File: config.mk
export PLATFORM = sky130hd
export DESIGN_NAME = axi_lite_arbiter
export DESIGN_NICKNAME = d
export VERILOG_FILES = /design/src/rtl/axi_lite_arbiter.sv
export SDC_FILE = /design/constraint.sdc
export NUM_CORES = 1
export LEC_CHECK = 0
export BUFFER_PORTS_ARGS = -buffer_cell sky130_fd_sc_hd__buf_2
export CAP_MARGIN = 20
export CORE_AREA = 5 5 146 148
export CTS_CLUSTER_DIAMETER = 50
export CTS_CLUSTER_SIZE = 14
export DETAILED_ROUTE_END_ITERATION = 8
export DIE_AREA = 0 0 151 153
export HOLD_SLACK_MARGIN = 0.08
export PLACE_DENSITY = 0.43
export SYNTH_ARGS = -nofsm -noshare
export SYNTH_HDL_FRONTEND = slang
export SYNTH_SLANG_ARGS = --single-unit
File: constraint.sdc
create_clock -name clk -period 1.3 [get_ports clk]
set_input_delay 0.065 -clock clk [delete_from_list [all_inputs] [get_ports clk]]
set_output_delay 0.065 -clock clk [all_outputs]
set_load 0.005 [all_outputs]
File: src/rtl/axi_lite_arbiter.sv
// AXI-lite arbiter: shares one slave port among NUM_M masters.
// Each grant covers one complete read (address + data) or one complete
// write (address + data). Masters are picked round-robin from rr_ptr.
// There is no write response channel on this bus.
module axi_lite_arbiter #(
    parameter int NUM_M  = 2,
    parameter int ADDR_W = 32,
    parameter int DATA_W = 32
) (
    input  logic                      clk,
    input  logic                      rstn,

    // Master side
    input  logic [NUM_M*ADDR_W-1:0]   m_read_addr,
    input  logic [NUM_M-1:0]          m_read_addr_valid,
    output logic [NUM_M-1:0]          m_read_addr_ready,
    output logic [DATA_W-1:0]         m_read_data,
    output logic [NUM_M-1:0]          m_read_data_valid,
    input  logic [NUM_M-1:0]          m_read_data_ready,
    input  logic [NUM_M*ADDR_W-1:0]   m_write_addr,
    input  logic [NUM_M-1:0]          m_write_addr_valid,
    output logic [NUM_M-1:0]          m_write_addr_ready,
    input  logic [NUM_M*DATA_W-1:0]   m_write_data,
    input  logic [NUM_M-1:0]          m_write_data_valid,
    output logic [NUM_M-1:0]          m_write_data_ready,

    // Slave side
    output logic [ADDR_W-1:0]         s_read_addr,
    output logic                      s_read_addr_valid,
    input  logic                      s_read_addr_ready,
    input  logic [DATA_W-1:0]         s_read_data,
    input  logic                      s_read_data_valid,
    output logic                      s_read_data_ready,
    output logic [ADDR_W-1:0]         s_write_addr,
    output logic                      s_write_addr_valid,
    input  logic                      s_write_addr_ready,
    output logic [DATA_W-1:0]         s_write_data,
    output logic                      s_write_data_valid,
    input  logic                      s_write_data_ready,

    // Status
    output logic [NUM_M-1:0]          grant,
    output logic                      busy
);

    localparam int IDX_W = (NUM_M > 1) ? $clog2(NUM_M) : 1;

    typedef enum logic [1:0] {
        IDLE  = 2'd0,
        READ  = 2'd1,
        WRITE = 2'd2
    } state_t;

    state_t             state;
    logic [IDX_W-1:0]   g_idx;      // index of the granted master
    logic [IDX_W-1:0]   rr_ptr;     // first master checked at next arbitration
    logic               ar_done;    // read address accepted, now in data phase
    logic               aw_done;
    logic               w_done;

    logic [NUM_M-1:0]   req;
    logic               sel_found;
    logic [IDX_W-1:0]   sel_idx;
    logic [IDX_W-1:0]   next_ptr;

    logic               rd_addr_phase;
    logic               rd_data_phase;
    logic               wr_addr_open;
    logic               wr_data_open;
    logic               ar_hs;
    logic               r_hs;
    logic               aw_hs;
    logic               w_hs;

    assign req = m_read_addr_valid | m_write_addr_valid;

    // Round-robin pick: first requester at or after rr_ptr, wrapping.
    always_comb begin
        // NOTE: every variable gets a default before the loop so no path
        // through this block leaves it unassigned, which would infer a latch.
        sel_found = 1'b0;
        sel_idx   = '0;
        for (int k = 0; k < NUM_M; k++) begin
            if (!sel_found && req[(int'(rr_ptr) + k) % NUM_M]) begin
                sel_found = 1'b1;
                sel_idx   = IDX_W'((int'(rr_ptr) + k) % NUM_M);
            end
        end
    end

    assign next_ptr = (g_idx == IDX_W'(NUM_M - 1)) ? '0 : g_idx + 1'b1;

    // Channel phase qualifiers; all are low in IDLE.
    assign rd_addr_phase = (state == READ)  && !ar_done;
    assign rd_data_phase = (state == READ)  &&  ar_done;
    assign wr_addr_open  = (state == WRITE) && !aw_done;
    assign wr_data_open  = (state == WRITE) && !w_done;

    // Slave-side controls, gated copies of the granted master's signals.
    assign s_read_addr_valid  = rd_addr_phase && m_read_addr_valid[g_idx];
    assign s_read_data_ready  = rd_data_phase && m_read_data_ready[g_idx];
    assign s_write_addr_valid = wr_addr_open  && m_write_addr_valid[g_idx];
    assign s_write_data_valid = wr_data_open  && m_write_data_valid[g_idx];

    assign s_read_addr  = (state == READ)  ? m_read_addr[g_idx*ADDR_W +: ADDR_W]  : '0;
    assign s_write_addr = (state == WRITE) ? m_write_addr[g_idx*ADDR_W +: ADDR_W] : '0;
    assign s_write_data = (state == WRITE) ? m_write_data[g_idx*DATA_W +: DATA_W] : '0;

    // grant is one-hot in a transaction and zero in IDLE, so masking with it
    // routes each response to the granted master only.
    assign m_read_addr_ready  = grant & {NUM_M{rd_addr_phase && s_read_addr_ready}};
    assign m_read_data_valid  = grant & {NUM_M{rd_data_phase && s_read_data_valid}};
    assign m_write_addr_ready = grant & {NUM_M{wr_addr_open  && s_write_addr_ready}};
    assign m_write_data_ready = grant & {NUM_M{wr_data_open  && s_write_data_ready}};
    assign m_read_data        = s_read_data;

    assign ar_hs = s_read_addr_valid  && s_read_addr_ready;
    assign r_hs  = s_read_data_ready  && s_read_data_valid;
    assign aw_hs = s_write_addr_valid && s_write_addr_ready;
    assign w_hs  = s_write_data_valid && s_write_data_ready;

    assign busy = (state != IDLE);

    // Transaction FSM: arbitrate in IDLE, track handshakes in READ/WRITE.
    always_ff @(posedge clk or negedge rstn) begin
        // NOTE: state registers use non-blocking assignments so every
        // register samples the pre-edge values regardless of statement order.
        if (!rstn) begin
            state   <= IDLE;
            grant   <= '0;
            g_idx   <= '0;
            rr_ptr  <= '0;
            ar_done <= 1'b0;
            aw_done <= 1'b0;
            w_done  <= 1'b0;
        end else begin
            case (state)
                IDLE: begin
                    if (sel_found) begin
                        grant <= NUM_M'(1) << sel_idx;
                        g_idx <= sel_idx;
                        // A write request outranks a read from the same master.
                        state <= m_write_addr_valid[sel_idx] ? WRITE : READ;
                    end
                end
                READ: begin
                    if (ar_hs) begin
                        ar_done <= 1'b1;
                    end
                    if (r_hs) begin
                        state   <= IDLE;
                        grant   <= '0;
                        ar_done <= 1'b0;
                        rr_ptr  <= next_ptr;
                    end
                end
                WRITE: begin
                    if ((aw_done || aw_hs) && (w_done || w_hs)) begin
                        state   <= IDLE;
                        grant   <= '0;
                        aw_done <= 1'b0;
                        w_done  <= 1'b0;
                        rr_ptr  <= next_ptr;
                    end else begin
                        if (aw_hs) aw_done <= 1'b1;
                        if (w_hs)  w_done  <= 1'b1;
                    end
                end
                default: begin
                    state <= IDLE;
                    grant <= '0;
                end
            endcase
        end
    end

endmodule

======== Word level (Yosys, flattened, before mapping) ========
Cells that the tools add are included.
word-level totals
  input bits .............................. 238
  word-level logic and storage cells ...... 103
  bits in registers ....................... 9
cells by class
  reductions and logical operators ........ 36
  add/sub/neg operators ................... 2
  shifts and indexed selects .............. 4
  $lt $le $gt $ge ......................... 4
  equality and inequality tests ........... 5
  bitwise logic cells ..................... 6
  muxes and demuxes ....................... 39
operators with widths
  kind                                                        count
  indexed part select 64 x 7 -> 32 bit                        3
  2-to-1 mux 32 bit                                           3
  2-to-1 mux 1 bit                                            28
  logical AND 1 bit                                           18
  case mux 2 bit (3 select lines)                             2
  2-to-1 mux 2 bit                                            5
  nonzero test 2 bit                                          5
  AND 2 bit                                                   4
  AND reduction 2 bit                                         4
  less-than comparator 1 x 2 -> 1 bit, second input constant  3
  AND reduction 3 bit                                         2
  logical NOT 1 bit                                           4
  inequality test 2 bit, second input constant                2
  less-than comparator 2 x 3 -> 1 bit, second input constant  1
  adder 1 bit, second input constant                          2
  equality test 2 x 1 -> 1 bit, second input constant         1
  equality test 2 bit, second input constant                  1
  logical NOT 2 bit                                           1
  logical OR 1 bit                                            2
  inequality test 2 x 1 -> 1 bit, second input constant       1
  OR 2 bit                                                    1
  case mux 1 bit (2 select lines)                             1
  << shifter 1 x 1 -> 2 bit, first input constant             1
  AND 1 bit, first input constant                             1

======== Depth between registers and ports, before layout ========
Gate-level depths: netlist of the first run.
  word-level depth ........................ 12
  mapped depth ............................ 5
  depth with buffers taken out ............ 4

======== Least setup slack after synthesis of the first run ========
OpenSTA, ideal clock, no wires.
  path kind ............................... flip-flop to flip-flop
  start point ............................. register g_idx
  end point ............................... register grant[0]
  period minus slack after synthesis ...... 1264 ps
  library setup time ...................... 90 ps
  buffers on the path ..................... 0
  stages on the path, launching flop included .. 5
  path slack .............................. 36 ps
  required time ........................... 1210 ps
  arrival ................................. 1174 ps
  cells stage by stage .................... dfrtp_1 mux2_4 a21oi_2 o21ai_1 o221ai_1
between the ends
  cells in the longest elaborated chain, start to end .. 8
  elaborated cells between the ends (all ways) .. 18
RTL lines
  what                                                      line      RTL
  start: declaration                                        55        logic [IDX_W-1:0] g_idx;
  start signal: assignment                                  141       g_idx <= sel_idx;
  2-to-1 mux 1 bit, on equally long branches (2 in series)  102, 103
  logical AND 1 bit, on equally long branches               102, 103
  logical AND 1 bit, on equally long branches               119, 120
  logical OR 1 bit                                          158       if ((aw_done || aw_hs) && (w_done || w_hs)) begin
  logical AND 1 bit                                         158
  inequality test 2 x 1 -> 1 bit (no source line)           --
  AND reduction 3 bit (no source line) *                    --
  end signal: assignment                                    140       grant <= NUM_M'(1) << sel_idx;
  end: declaration                                          42        output logic [NUM_M-1:0] grant,
Every way passes the cells marked *; elsewhere a longest branch is shown, timed or not. The select of a mux whose other input is x is not followed.
A chain may end at the register's enable or synchronous reset.

======== Worst setup path after layout of the first run ========
  start point ............................. register g_idx
  end point ............................... output port s_write_addr[28]
between the ends
  cells in the longest elaborated chain, start to end .. 2
RTL lines
  what                                  line  RTL
  indexed part select 64 x 7 -> 32 bit  106   assign s_write_addr = (state == WRITE) ? m_write_addr[g_idx*ADDR_W +: ADDR_W] : '0;
  2-to-1 mux 32 bit                     106
  end: declaration                      34    output logic [ADDR_W-1:0] s_write_addr,
Every way passes these cells.

==> flow_summary.ini, run 1 <==
[status]
status = finished with violations
violations = setup timing

[logic_synthesis]
synth-seq-cells = 9
synth_top_flop_cell = dfrtp_1
avgSynthCellArea_um2 = 7.259
synth_warnings = 0
synth_area_leader_cell = mux2i_1
synth_top_area_share_pct = 41.97
async_reset_ff_share_pct = 100.0
ys_seq_area_share_pct = 9.636
synth.distinct_cells = 30
netlist_top_cells_area = mux2i_1 42%, nor2_1 18%, buf_4 12%
syn-instance-count = 322
synth_edf_count = 0
synthesis.nets = 560
syn_area_um2 = 2337

[grt]
grt_start_max_net_pins = 41
track_usage_pct = 10.05
antenna_found_initial = 1
grt_pass1_wl_um = 18570
grt_overflow = 0
first_global_vias = 3499

[power]
p_leak_uw = 0.002759
vdd.ir_drop.worst_v = 0.0008742
powerDensity_nw_per_um2 = 1830

[worst_setup_path]
end_kind = output port
max_stage_delay_ns = 0.48
path_buf_inv = 3
required_ns = 1.24
critPathTopFamily = flip-flops
crit_fanout = 20
critPathMostFrequentCell = buf_12
crit_type = reg2out
cp-start-kind = flip-flop
cp_slowest_cell = dfrtp_4
worstPathCellList = buf_12 > buf_12 > mux2i_1 > nor2_1 > buf_2
crit_arrival_ns = 1.53

[die]
die_h_um = 153
io_pins = 381
dieWidth_um = 151
core_area_um2 = 19910
start_util_pct = 11.74
die_area_um2 = 23100
rows = 52

[timing]
slew_violations = 0
final-setup-viol-count = 115
tightest_slew_ns = 0.3896
relSlewSlack_pct = 73.79
rsz0062_at_grt = yes
period_minus_slack_ns = 1.600
finalCritPeriodShare_pct = 123.0
fmax_mhz = 625.2
fin_hold_ws_ns = 0.1300
layout_setup_ws_ns = -0.2995
clock_skew_ns = 0.001669
hold_viol = 0

[layout]
syn_to_final_growth_pct = 104.7
final_nets = 871
n_antenna_cell = 0
final_common_cell = buf_2
drive_gt1_share_pct = 64.40
final_cell_mix = 311 x buf_2, 100 x nor2_1, 89 x mux2i_1
fillCellCount = 2218

[clock_network]
cts-root-buf = clkbuf_16
cts_buffers = 3
cts_tree = yes
htree_levels = 1
cts_sinks = 9
cts.clk_slew.worst_paths_ns = 0.04
cts.path.max_buffers = 2
insertion_delay_ns = 0.24

[drt]
drtIter0Drc = 76
dr.pass1.iters = 4
drt_wl_total_um = 13290
detail-route-antenna-nets = 0
detail_route.wl_per_cell_um = 14.73
vias = 3372
vias_per_cell = 3.738
drc_errors = 0

[flow_run]
drv_cap = 0

[hold_path]
hp-class = in2out

[placement]
dp_hpwl_um = 11130
pre_cts_ws_ns = -0.1581
gp_congestion = 0.7841
port_buffers = 316
==> Yosys cell counts, types with 2 or more instances <==
cell,instances
a21oi_2,2
nand2_1,5
a31oi_1,2
mux2_4,2
o22ai_1,2
buf_6,4
buf_4,37
dfrtp_1,9
nand3_1,2
and3_1,6
and2b_1,2
mux2i_1,98
o221ai_1,2
o21ai_0,2
nand2b_1,7
buf_2,9
nor2_1,111
inv_1,4
clkbuf_1,5
==> per-stage QoR <==
| stage | std cells | util [%] | total power (uW) | cell area, um^2 | setup TNS (ns) |
|---|---|---|---|---|---|
| after floorplan | 322 | - | 4126 | 2337 | 0 |
| after global placement | 884 | 20.97 | 6772 | 4174 | -3.406 |
| after detailed placement | 884 | 20.97 | 6736 | 4174 | -4.092 |
| after CTS | 898 | 22.90 | 8199 | 4559 | -23.54 |
| after global routing | 902 | 24.03 | 9456 | 4785 | -29.50 |
| final | 902 | 24.03 | 8755 | 4785 | -21.86 |
==> kinds of logic (layout without fill, tap and decap cells) <==
logic type             after synthesis  in the layout  synth area share [%]
flip-flops                           9              9                 9.636
AO/OA/AOI/OAI                       15             15                 4.818
AND/OR/NAND/NOR                    138            138                 24.52
multiplexers                       101            101                 43.84
buffers and inverters               59            369                 17.18
==> final cells by class <==
cell class                 instances  area (um^2)  share of cell area [%]
multi-input combinational        254         1916                   40.04
clock buffer                       4        78.83                   1.647
timing repair buffer             361         2207                   46.13
tap                              270        337.8                   7.061
sequential                         9        230.2                   4.812
inverter                           4        15.01                  0.3138
==> report_power, final <==
group | internal, uW | switching [uW] | total [uW] | leakage [uW]
sequential | 431 | 212 | 643 | 0.000108
combinational | 4080 | 3470 | 7550 | 0.00261
clock | 411 | 147 | 558 | 0.0000382
total | 4920 | 3830 | 8750 | 0.00276
==> state kept, by name, indices dropped and copies added (netlist names) <==
signal and cells:
ar_done 1, w_done 1, rr_ptr 1, g_idx 1, grant 2, aw_done 1
state 2
==> layer usage <==
layer,GRT usage (%),wire length (um),vias to the layer above
li1,-,-,1674
met5,0,20,-
met4,2.591,211,2
met1,10.80,4814,1450
met3,3.050,1523,24
met2,18.86,6716,222
==> what timing repair did <==
action                                  in CTS  in global routing
hold buffers                                 1                  0
cloned                                       1                  1
buffers inserted                             8                  4
pin swaps                                   15                 14
resized for setup                           42                 44
hold endpoints to repair                     9                  0
endpoints found under the setup margin     116                117
==> path summary, 6_finish.rpt <==
path / slack, ns / depth (start not counted) / from / to
worst min-delay path: 0.13 / 0 / s_read_data[10] / m_read_data[10]
worst max register to register: -0.18 / 4 / g_idx / rr_ptr
worst max-delay path: -0.30 / 5 / g_idx / s_write_addr[28]
max in group asynchronous: 0.84 / 2 / rstn / g_idx
worst min register to register: 0.57 / 2 / rr_ptr / rr_ptr
min in group asynchronous: 0.23 / 2 / rstn / ar_done
No activity file was read; power rests on OpenSTA's default activity.
==> run 2: changes to the inputs <==
--- a/config.mk
+++ b/config.mk
@@ -7,13 +7,13 @@
 export LEC_CHECK = 0
 export BUFFER_PORTS_ARGS = -buffer_cell sky130_fd_sc_hd__buf_2
 export CAP_MARGIN = 20
-export CORE_AREA = 5 5 146 148
+export CORE_AREA = 2 2 147 149
 export CTS_CLUSTER_DIAMETER = 50
 export CTS_CLUSTER_SIZE = 14
 export DETAILED_ROUTE_END_ITERATION = 8
-export DIE_AREA = 0 0 151 153
+export DIE_AREA = 0 0 149 151
 export HOLD_SLACK_MARGIN = 0.08
-export PLACE_DENSITY = 0.43
+export PLACE_DENSITY = 0.41
 export SYNTH_ARGS = -nofsm -noshare
 export SYNTH_HDL_FRONTEND = slang
 export SYNTH_SLANG_ARGS = --single-unit
==> flow_summary.ini, run 2 (synthesis results as in run 1) <==
[drt]
drc_errors = 0
vias = 3403
drtIter0Drc = 103
drt_wl_total_um = 13130
dr.pass1.iters = 4
detail_route.wl_per_cell_um = 14.33
vias_per_cell = 3.715
detail-route-antenna-nets = 0

[timing]
tightest_slew_ns = 0.5871
rsz0062_at_grt = yes
layout_setup_ws_ns = -0.3266
period_minus_slack_ns = 1.627
hold_viol = 0
clock_skew_ns = 0.005368
fmax_mhz = 614.8
relSlewSlack_pct = 60.50
fin_setup_tns_ns = -23.67
final-setup-viol-count = 115
slew_violations = 0
finalCritPeriodShare_pct = 125.1

[die]
die_h_um = 151
start_util_pct = 11.22
rows = 53
dieWidth_um = 149
die_area_um2 = 22500
core_area_um2 = 20820
io_pins = 381

[clock_network]
cts_tree = yes
insertion_delay_ns = 0.24
cts-root-buf = clkbuf_16
cts.path.max_buffers = 2
cts_buffers = 3
htree_levels = 1
cts_sinks = 9
cts.clk_slew.worst_paths_ns = 0.04

[layout]
final_common_cell = buf_2
stdcell_count = 916
drive_gt1_share_pct = 64.43
top_regs = grant (2), state (2)
final_cell_mix = 312 x buf_2, 101 x nor2_1, 93 x mux2i_1
fillCellCount = 2333
final_nets = 880
syn_to_final_growth_pct = 110.7
n_antenna_cell = 0

[grt]
first_global_vias = 3059
track_usage_pct = 9.624
grt_overflow = 0
grt_pass1_wl_um = 16760
antenna_found_initial = 0
grt_start_max_net_pins = 40

[placement]
port_buffers = 316
dp_hpwl_um = 9884
gp_congestion = 0.7242
post-place-cells = 882
pre_cts_ws_ns = -0.2207

[power]
p_leak_uw = 0.002832
powerDensity_nw_per_um2 = 1876
vdd.ir_drop.worst_v = 0.0008062

[flow_run]
drv_cap = 0

[worst_setup_path]
crit_fanout = 5
critPathMostFrequentCell = buf_6
crit_type = reg2out
cp_slowest_cell = dfrtp_4
max_stage_delay_ns = 0.51
worstPathCellList = buf_6 > mux2_4 > buf_6 > and2_4 > buf_6
cp-start-kind = flip-flop
end_kind = output port
crit_arrival_ns = 1.56
required_ns = 1.24
r2r_cells = 5

[status]
violations = setup timing
status = finished with violations

[hold_path]
hp-class = in2out
min_path_cells = 0
-- run 2: critical path: cells and delay by family (launching register included) --
family / cells / cell delay (ns)
buf+inv: 3 / 0.36
flops: 1 / 0.51
mux: 1 / 0.32
simple gates: 1 / 0.12
-- run 2: cell type report --
| class | instances | area [um^2] | share of cell area (%) |
|---|---|---|---|
| sequential | 9 | 229.0 | 4.649 |
| clock inverter | 1 | 5.005 | 0.1016 |
| tap | 275 | 344.1 | 6.987 |
| clock buffer | 3 | 75.07 | 1.524 |
| inverter | 4 | 15.01 | 0.3049 |
| multi-input combinational | 254 | 1924 | 39.08 |
| timing repair buffer | 370 | 2332 | 47.36 |
-- run 2: worst paths after layout --
check / startpoint / to / slack [ns]
min in group asynchronous: rstn / ar_done / 0.22
max in group asynchronous: rstn / g_idx / 0.86
max: g_idx / s_write_addr_valid / -0.33
min: s_read_data[10] / m_read_data[10] / 0.13
min reg2reg: rr_ptr / rr_ptr / 0.59
max reg2reg: g_idx / rr_ptr / -0.30
-- run 2: per-layer routing --
layer  up-vias  global-route usage (%)  wire (um)
met1      1476                   10.84       4926
met4         0                   1.381        143
met5         -                       0          0
met2       217                   18.73       6851
met3        18                   2.199       1205
li1       1692                       -          -
-- run 2: through the flow --
stage | hold WS (ns) | util (%) | cell area, um^2 | power, uW
6_report | 0.1300 | 23.65 | 4925 | 9241
5_1_grt | 0.1300 | 23.65 | 4925 | 9912
3_3_place_gp | -0.06125 | 19.94 | 4153 | 6608
4_1_cts | 0.1300 | 22.46 | 4676 | 8651
3_5_place_dp | -0.06304 | 19.94 | 4153 | 6575
2_1_floorplan | -0.2306 | - | 2337 | 4126
-- run 2: where the power goes --
| part | leakage (uW) | internal (uW) | switching [uW] | total, uW |
|---|---|---|---|---|
| combinational | 0.00268 | 4400 | 3660 | 8060 |
| sequential | 0.000109 | 428 | 199 | 627 |
| clock | 0.0000409 | 407 | 152 | 559 |
| total | 0.00283 | 5230 | 4010 | 9240 |
-- run 2: timing repair --
action,in CTS,in global routing
gates resized for setup,47,42
pin swaps,8,15
cloned,5,3
setup buffers,13,12
hold buffers,1,0
hold endpoints to repair,9,0
endpoints found under the setup margin,116,118
